### config.mk
export PLATFORM = sky130hd
export DESIGN_NAME = booth_radix4_seq_mult
export DESIGN_NICKNAME = d
export VERILOG_FILES = /design/src/rtl/booth_radix4_seq_mult.sv
export SDC_FILE = /design/constraint.sdc
export NUM_CORES = 1
export LEC_CHECK = 0
export ABC_AREA = 1
export CAP_MARGIN = 20
export CORE_MARGIN = 8
export CORE_UTILIZATION = 50
export CTS_CLUSTER_SIZE = 8
export DETAILED_ROUTE_END_ITERATION = 6
export PLACE_DENSITY = 0.81
export RECOVER_POWER = 25
export SLEW_MARGIN = 0
export SYNTH_ARGS = -nofsm -noshare
export SYNTH_HDL_FRONTEND = slang
export SYNTH_SLANG_ARGS = --single-unit
### constraint.sdc
create_clock -name clk -period 2.9 [get_ports clk]
set_input_delay 0.435 -clock clk [delete_from_list [all_inputs] [get_ports clk]]
set_output_delay 0.435 -clock clk [all_outputs]
set_load 0.05 [all_outputs]
### src/rtl/booth_radix4_seq_mult.sv
// booth_radix4_seq_mult: iterative radix-4 Booth multiplier, signed or unsigned operands.
// Latency: STEPS = WIDTH/2+1 RUN cycles after the accepting edge, then a one-cycle done pulse.
// Backpressure: ready=0 while running; start is ignored until ready returns (DONE accepts).
//
// Ports:
//   clk, rst           rising-edge clock, synchronous active-high reset
//   start, op_signed   request (sampled when ready=1) and operand interpretation
//   multiplicand       M operand, multiplier Q operand (both registered at accept)
//   ready, busy, done  idle/accepting, in progress, one-cycle result-valid pulse
//   product            2*WIDTH result, held until the next product is written
module booth_radix4_seq_mult #(
  parameter int WIDTH = 8
) (
  input  logic               clk,
  input  logic               rst,
  input  logic               start,
  input  logic               op_signed,
  input  logic [WIDTH-1:0]   multiplicand,
  input  logic [WIDTH-1:0]   multiplier,
  output logic               ready,
  output logic               busy,
  output logic               done,
  output logic [2*WIDTH-1:0] product
);

  localparam int EW    = WIDTH + 2;   // extended operand width
  localparam int AW    = WIDTH + 4;   // accumulator width, holds +/-2M without overflow
  localparam int STEPS = EW / 2;
  localparam int CW    = $clog2(STEPS + 1);
  localparam logic [CW-1:0] LAST = CW'(STEPS - 1);

  typedef enum logic [1:0] {S_IDLE, S_RUN, S_DONE} state_t;

  state_t               state_q, state_d;
  logic [EW-1:0]        m_q, m_d;
  logic [AW-1:0]        a_q, a_d;
  logic [EW-1:0]        q_q, q_d;
  logic                 qm1_q, qm1_d;
  logic [CW-1:0]        cnt_q, cnt_d;
  logic [2*WIDTH-1:0]   product_q, product_d;

  logic [AW-1:0]        m_aw;
  logic [AW-1:0]        addend;
  logic [AW-1:0]        a_sum;
  logic [AW-1:0]        a_next;
  logic [EW-1:0]        q_next;
  logic                 m_sgn, q_sgn;

  // Datapath for one Booth digit; only consumed in RUN.
  always_comb begin
    m_aw = {{2{m_q[EW-1]}}, m_q};
    case ({q_q[1:0], qm1_q})
      3'b001, 3'b010: addend = m_aw;
      3'b011:         addend = {m_aw[AW-2:0], 1'b0};
      3'b100:         addend = AW'(0) - {m_aw[AW-2:0], 1'b0};
      3'b101, 3'b110: addend = AW'(0) - m_aw;
      default:        addend = '0;
    endcase
    a_sum  = a_q + addend;
    // Arithmetic shift of {A,Q,q_m1} right by two.
    a_next = {{2{a_sum[AW-1]}}, a_sum[AW-1:2]};
    q_next = {a_sum[1:0], q_q[EW-1:2]};
  end

  always_comb begin
    state_d   = state_q;
    m_d       = m_q;
    a_d       = a_q;
    q_d       = q_q;
    qm1_d     = qm1_q;
    cnt_d     = cnt_q;
    product_d = product_q;
    // Unsigned operands zero-extend, so the extra top bits keep them positive.
    m_sgn     = op_signed & multiplicand[WIDTH-1];
    q_sgn     = op_signed & multiplier[WIDTH-1];
    case (state_q)
      S_IDLE, S_DONE: begin
        if (state_q == S_DONE) state_d = S_IDLE;
        if (start) begin
          state_d = S_RUN;
          m_d     = {{2{m_sgn}}, multiplicand};
          q_d     = {{2{q_sgn}}, multiplier};
          a_d     = '0;
          qm1_d   = 1'b0;
          cnt_d   = '0;
        end
      end
      S_RUN: begin
        a_d   = a_next;
        q_d   = q_next;
        qm1_d = q_q[1];
        cnt_d = cnt_q + 1'b1;
        if (cnt_q == LAST) begin
          state_d   = S_DONE;
          product_d = {a_next[2*WIDTH-EW-1:0], q_next};
        end
      end
      default: state_d = S_IDLE;
    endcase
  end

  always_ff @(posedge clk) begin
    if (rst) begin
      state_q   <= S_IDLE;
      m_q       <= '0;
      a_q       <= '0;
      q_q       <= '0;
      qm1_q     <= 1'b0;
      cnt_q     <= '0;
      product_q <= '0;
    end else begin
      state_q   <= state_d;
      m_q       <= m_d;
      a_q       <= a_d;
      q_q       <= q_d;
      qm1_q     <= qm1_d;
      cnt_q     <= cnt_d;
      product_q <= product_d;
    end
  end

  assign ready   = (state_q != S_RUN);
  assign busy    = (state_q == S_RUN);
  assign done    = (state_q == S_DONE);
  assign product = product_q;

endmodule

==> results.md <==
- The clock root buffer master is clkbuf_8.
- Gates resized during post-CTS repair numbered 0.
- The share of synthesized area spent on multiplexers is 0.
- The number of antenna diodes in the final layout is 0.
- The element type at the critical path start is a flop.
- For the pin with the worst max-slew slack, the measured transition is 0.8778 ns.
- The final critical path time including I/O delays and setup is 2.542 ns.
- After filler insertion, the fill cell instance count of the layout stands at about 560.
- The full die area is between 8000 and 9000 um^2.
- From bottom edge to top edge, the die measures 92.61 um.
- The global-route met2 utilization is 0.2908.
- The remaining max-slew budget at the tightest pin is 0.4148.
- In the final layout, the multi-input gates occupy 1629 um^2.
- Of the total synthesized cell area, the portion taken by full adders, half adders and majority gates is 0.06652.
- The area fraction in compound gates after synthesis is 0.1450.
- The fraction of synthesis flops using an asynchronous set or reset pin is 0.
- The routed wire length per instance is between 10 and 15 um.
- The number of optimization iterations in the first detailed-route pass is 4.
- The clock transition at the register clock pins on the worst setup and hold paths after CTS is around 0.10 ns.
- The largest voltage drop on the vdd net is 0.3568 mV.
- Of the total synthesized cell area, the portion taken by XOR and XNOR cells is 0.02388.
- The library cells used most frequently in the layout, excluding fill and tap cells, are nand2_1 (119), dfxtp_1 (51), inv_1 (47).
- Across the run, the number of max-cap violations was 0.
- The total internal power is 1.044 mW.
- Summed over all layers, the global routing overflow is 0.
- The dominant combinational cell family by area after synthesis is simple AND/OR/NAND/NOR gates.
- dfxtp_1 takes more of the synthesized area than any other cell.
- The average instance area after synthesis is 6.855 um^2.
- The required time reported for the critical path endpoint is 3.10 ns.
- The count of cell types in the netlist is 36.
- After synthesis, the cell types taking the most area are dfxtp_1 (35%), nand2_1 (15%), nand3_1 (6.1%).
- The overall routed net length is between 7 and 8 mm.
- Compared with the post-synthesis result, the final layout area differs by 16.84%.
- The number of pins with negative max-slew slack in the final report is 0.
- Synthesis produced roughly 430 cells.
- The longest clock path from root to sink contains 2 buffers.
- The total negative slack is 0 ns.
- Setup violations remaining at the end of the flow were counted as 0.
- Counting flops and latches in the post-synthesis netlist gives between 50 and 60.
- The wire length of the first global-routing pass is 12.22 mm.
- The clock power share is 0.265.
- The critical path is of the reg2reg type.
- Of the total power, the share spent switching nets is 0.3264.
- The number of hold violations in the final report is 0.
- The worst setup skew after layout is between 0.01 and 0.015 ns.
- Buffers added to address setup during post-CTS repair amount to 0.
- The number of top-level design ports is 39.
- The share of synthesized area in the top cell type comes to 0.3480.
- The cell area that synthesis handed to floorplanning was 2934 um^2.
- The maximum number of pins on one net before global-route repair is 29.
- The most used flip-flop cell after synthesis is dfxtp_1.
- The global routing stage identified its most utilized layer as met2.
- The top fanout value on the critical path is 5.
- The via count of the first global-routing pass is 2691.
- The met3 global-route usage is 0.04045.
- The highest attainable clock frequency is between 300 and 400 MHz.
- The share of total power dissipated in combinational logic is 0.241.
- The maximum level of the CTS H-tree is 2.
- The global routing usage summed across all routing layers is 0.1717.
- Leaving out fill and tap cells, the most frequent cell in the layout is nand2_1.
- Setup repair after global routing left no endpoint under its margin.
- The overall power is 1.549 mW.
- The vias per cell is 5.351.
- The flow ran to the end, and the final reports show no timing, DRC or antenna violations.
- Row generation in the floorplan step produced 28 rows.
- The kind of path behind the tightest hold check is reg2reg.
- The simple logic cell fraction of the synthesized area is 0.3207.
- The final routed DRC violation total is 0.
- Of the cells placed in the final design, the portion with a size suffix greater than 1 is 0.05172.
- The clock net in this run drives a total of between 50 and 60 sinks.
- The clock insertion delay at the later pin of the skew report is just over 0.3 ns.
- The count of buffers from port buffering is 38.
- The remaining number of nets flagged by the antenna check after routing is 0.
- The net total in the final layout is approximately 500.
- The met1 track demand over resource is 0.2094.
- The net count after synthesis is around 460.
- The share of the cycle needed by the critical path after routing is 0.8767.
- The total area inside the core boundary comes to around 5800 um^2.
- The power per standard cell area is ~450 nW/um^2.
- The final RePlAce weighted congestion is 0.8764.
- The leakage power total is ~1.5 nW.
- The number of hold buffers added after CTS was 0.
- The number of enable flip-flop cells after synthesis is 0.
- The clock tree from TritonCTS is yes.
- The share of the Yosys chip area taken by registers is 0.3480.
- The die span in x is slightly above 90 um.
- The wire-length estimate of the detail-placed layout is about 5.4 mm.
- The number of design-rule violations left by the first detailed-router iteration is roughly 180.
- The number of buffers created by CTS is 5.
- The critical path arrival is roughly 2.7 ns.
- The yosys synthesis warning count is 0.
- Of the total power, registers draw 0.494.
- Detailed routing inserted a total of between 2k and 3k vias.
- The kind of end point of the critical path is a flop.
- The effective utilization at floorplan is 0.5076.
- The sequential cells in the finished layout cover a total of between 1000 and 1500 um^2.
- Summed over all nets, the switching power comes to roughly 510 uW.
- The number of antenna violations at the first check in global routing is 0.
layout make-up:
| cell class | count | share of cell area |
|---|---|---|
| multi-input combinational | 313 | 0.4752 |
| tap | 75 | 0.02737 |
| sequential | 51 | 0.2978 |
| timing repair buffer | 42 | 0.1197 |
| clock buffer | 6 | 0.02117 |
| clock inverter | 2 | 0.003650 |
| inverter | 50 | 0.05511 |
metrics by stage:
step           hold slack (ns)  utilization  instance area, um^2  cells  setup WS (ns)
6_report                0.4650       0.5931                 3428    539         0.3577
5_1_grt                 0.4889       0.5931                 3428    539       0.005053
4_1_cts                 0.4680       0.5937                 3432    539         0.3556
3_5_place_dp            0.4482       0.5790                 3347    531         0.3730
3_3_place_gp            0.4418       0.5790                 3347    531         0.4620
2_1_floorplan           0.4216            -                 2934    428         0.6703
critical path, stage by stage, from the launching register on:
cell and delay, ns:
dfxtp_1 0.33, inv_1 0.12, ha_1 0.20, nand2_1 0.08
nor2_2 0.14, nand4_1 0.16, nor2_1 0.12, nand2_1 0.08
nand3_1 0.09, nand3b_1 0.08, ha_1 0.36, nand2_1 0.11
nor2_1 0.16, nand3_1 0.14, nand3_1 0.10, nand2_1 0.05
nand3_1 0.06, a21oi_1 0.06
cell families after synthesis:
family                     Yosys count
and+or+nand+nor                    216
AOI/OAI and AO/OA                   74
buffers and inverters               64
DFF                                 51
adders and majority gates           15
xor gates and xnor gates             8
power by group through the flow:
| stage | Sequential [mW] | Clock [mW] | Combinational (mW) |
|---|---|---|---|
| global route | 0.770 | 0.452 | 0.418 |
| global placement | 0.779 | 0 | 0.362 |
| floorplan | 0.772 | 0 | 0.283 |
| detailed placement | 0.780 | 0 | 0.370 |
| CTS | 0.765 | 0.421 | 0.373 |
| finish | 0.766 | 0.411 | 0.373 |
layer usage:
metal  share of wire  up-vias  wire length, um
li1                -     1477                -
met1            0.46     1335             3362
met3           0.046        8              339
met5               0        -                0
met4           0.011        0               81
met2            0.48       64             3556
cell usage after synthesis (4+ instances only):
library cell and number:
nor2_1 35, nor3_1 5, xor2_1 6, inv_1 47, nand3b_1 4, nand2_1 119
buf_6 4, a21oi_1 35, nor2_2 6, o22ai_1 5, nand3_1 36, o21ai_0 18
ha_1 14, dfxtp_1 51, clkbuf_1 5, o221ai_1 6, nand4_1 5
registers in the layout (all words and copies together) (netlist names):
name,cells
cnt_q,3
qm1_q,1
state_q,2
a_q,10
q_q,10
product,16
m_q,9
worst paths after layout:
check	depth (start not counted)	end	slack (ns)	from
setup / recovery	17	a_q[7]	0.36	m_q[1]
hold / removal	2	product[10]	0.46	product[10]
setup reg to reg	17	a_q[7]	0.36	m_q[1]
hold reg to reg	2	product[10]	0.46	product[10]
(Power assumes the default switching activity.)
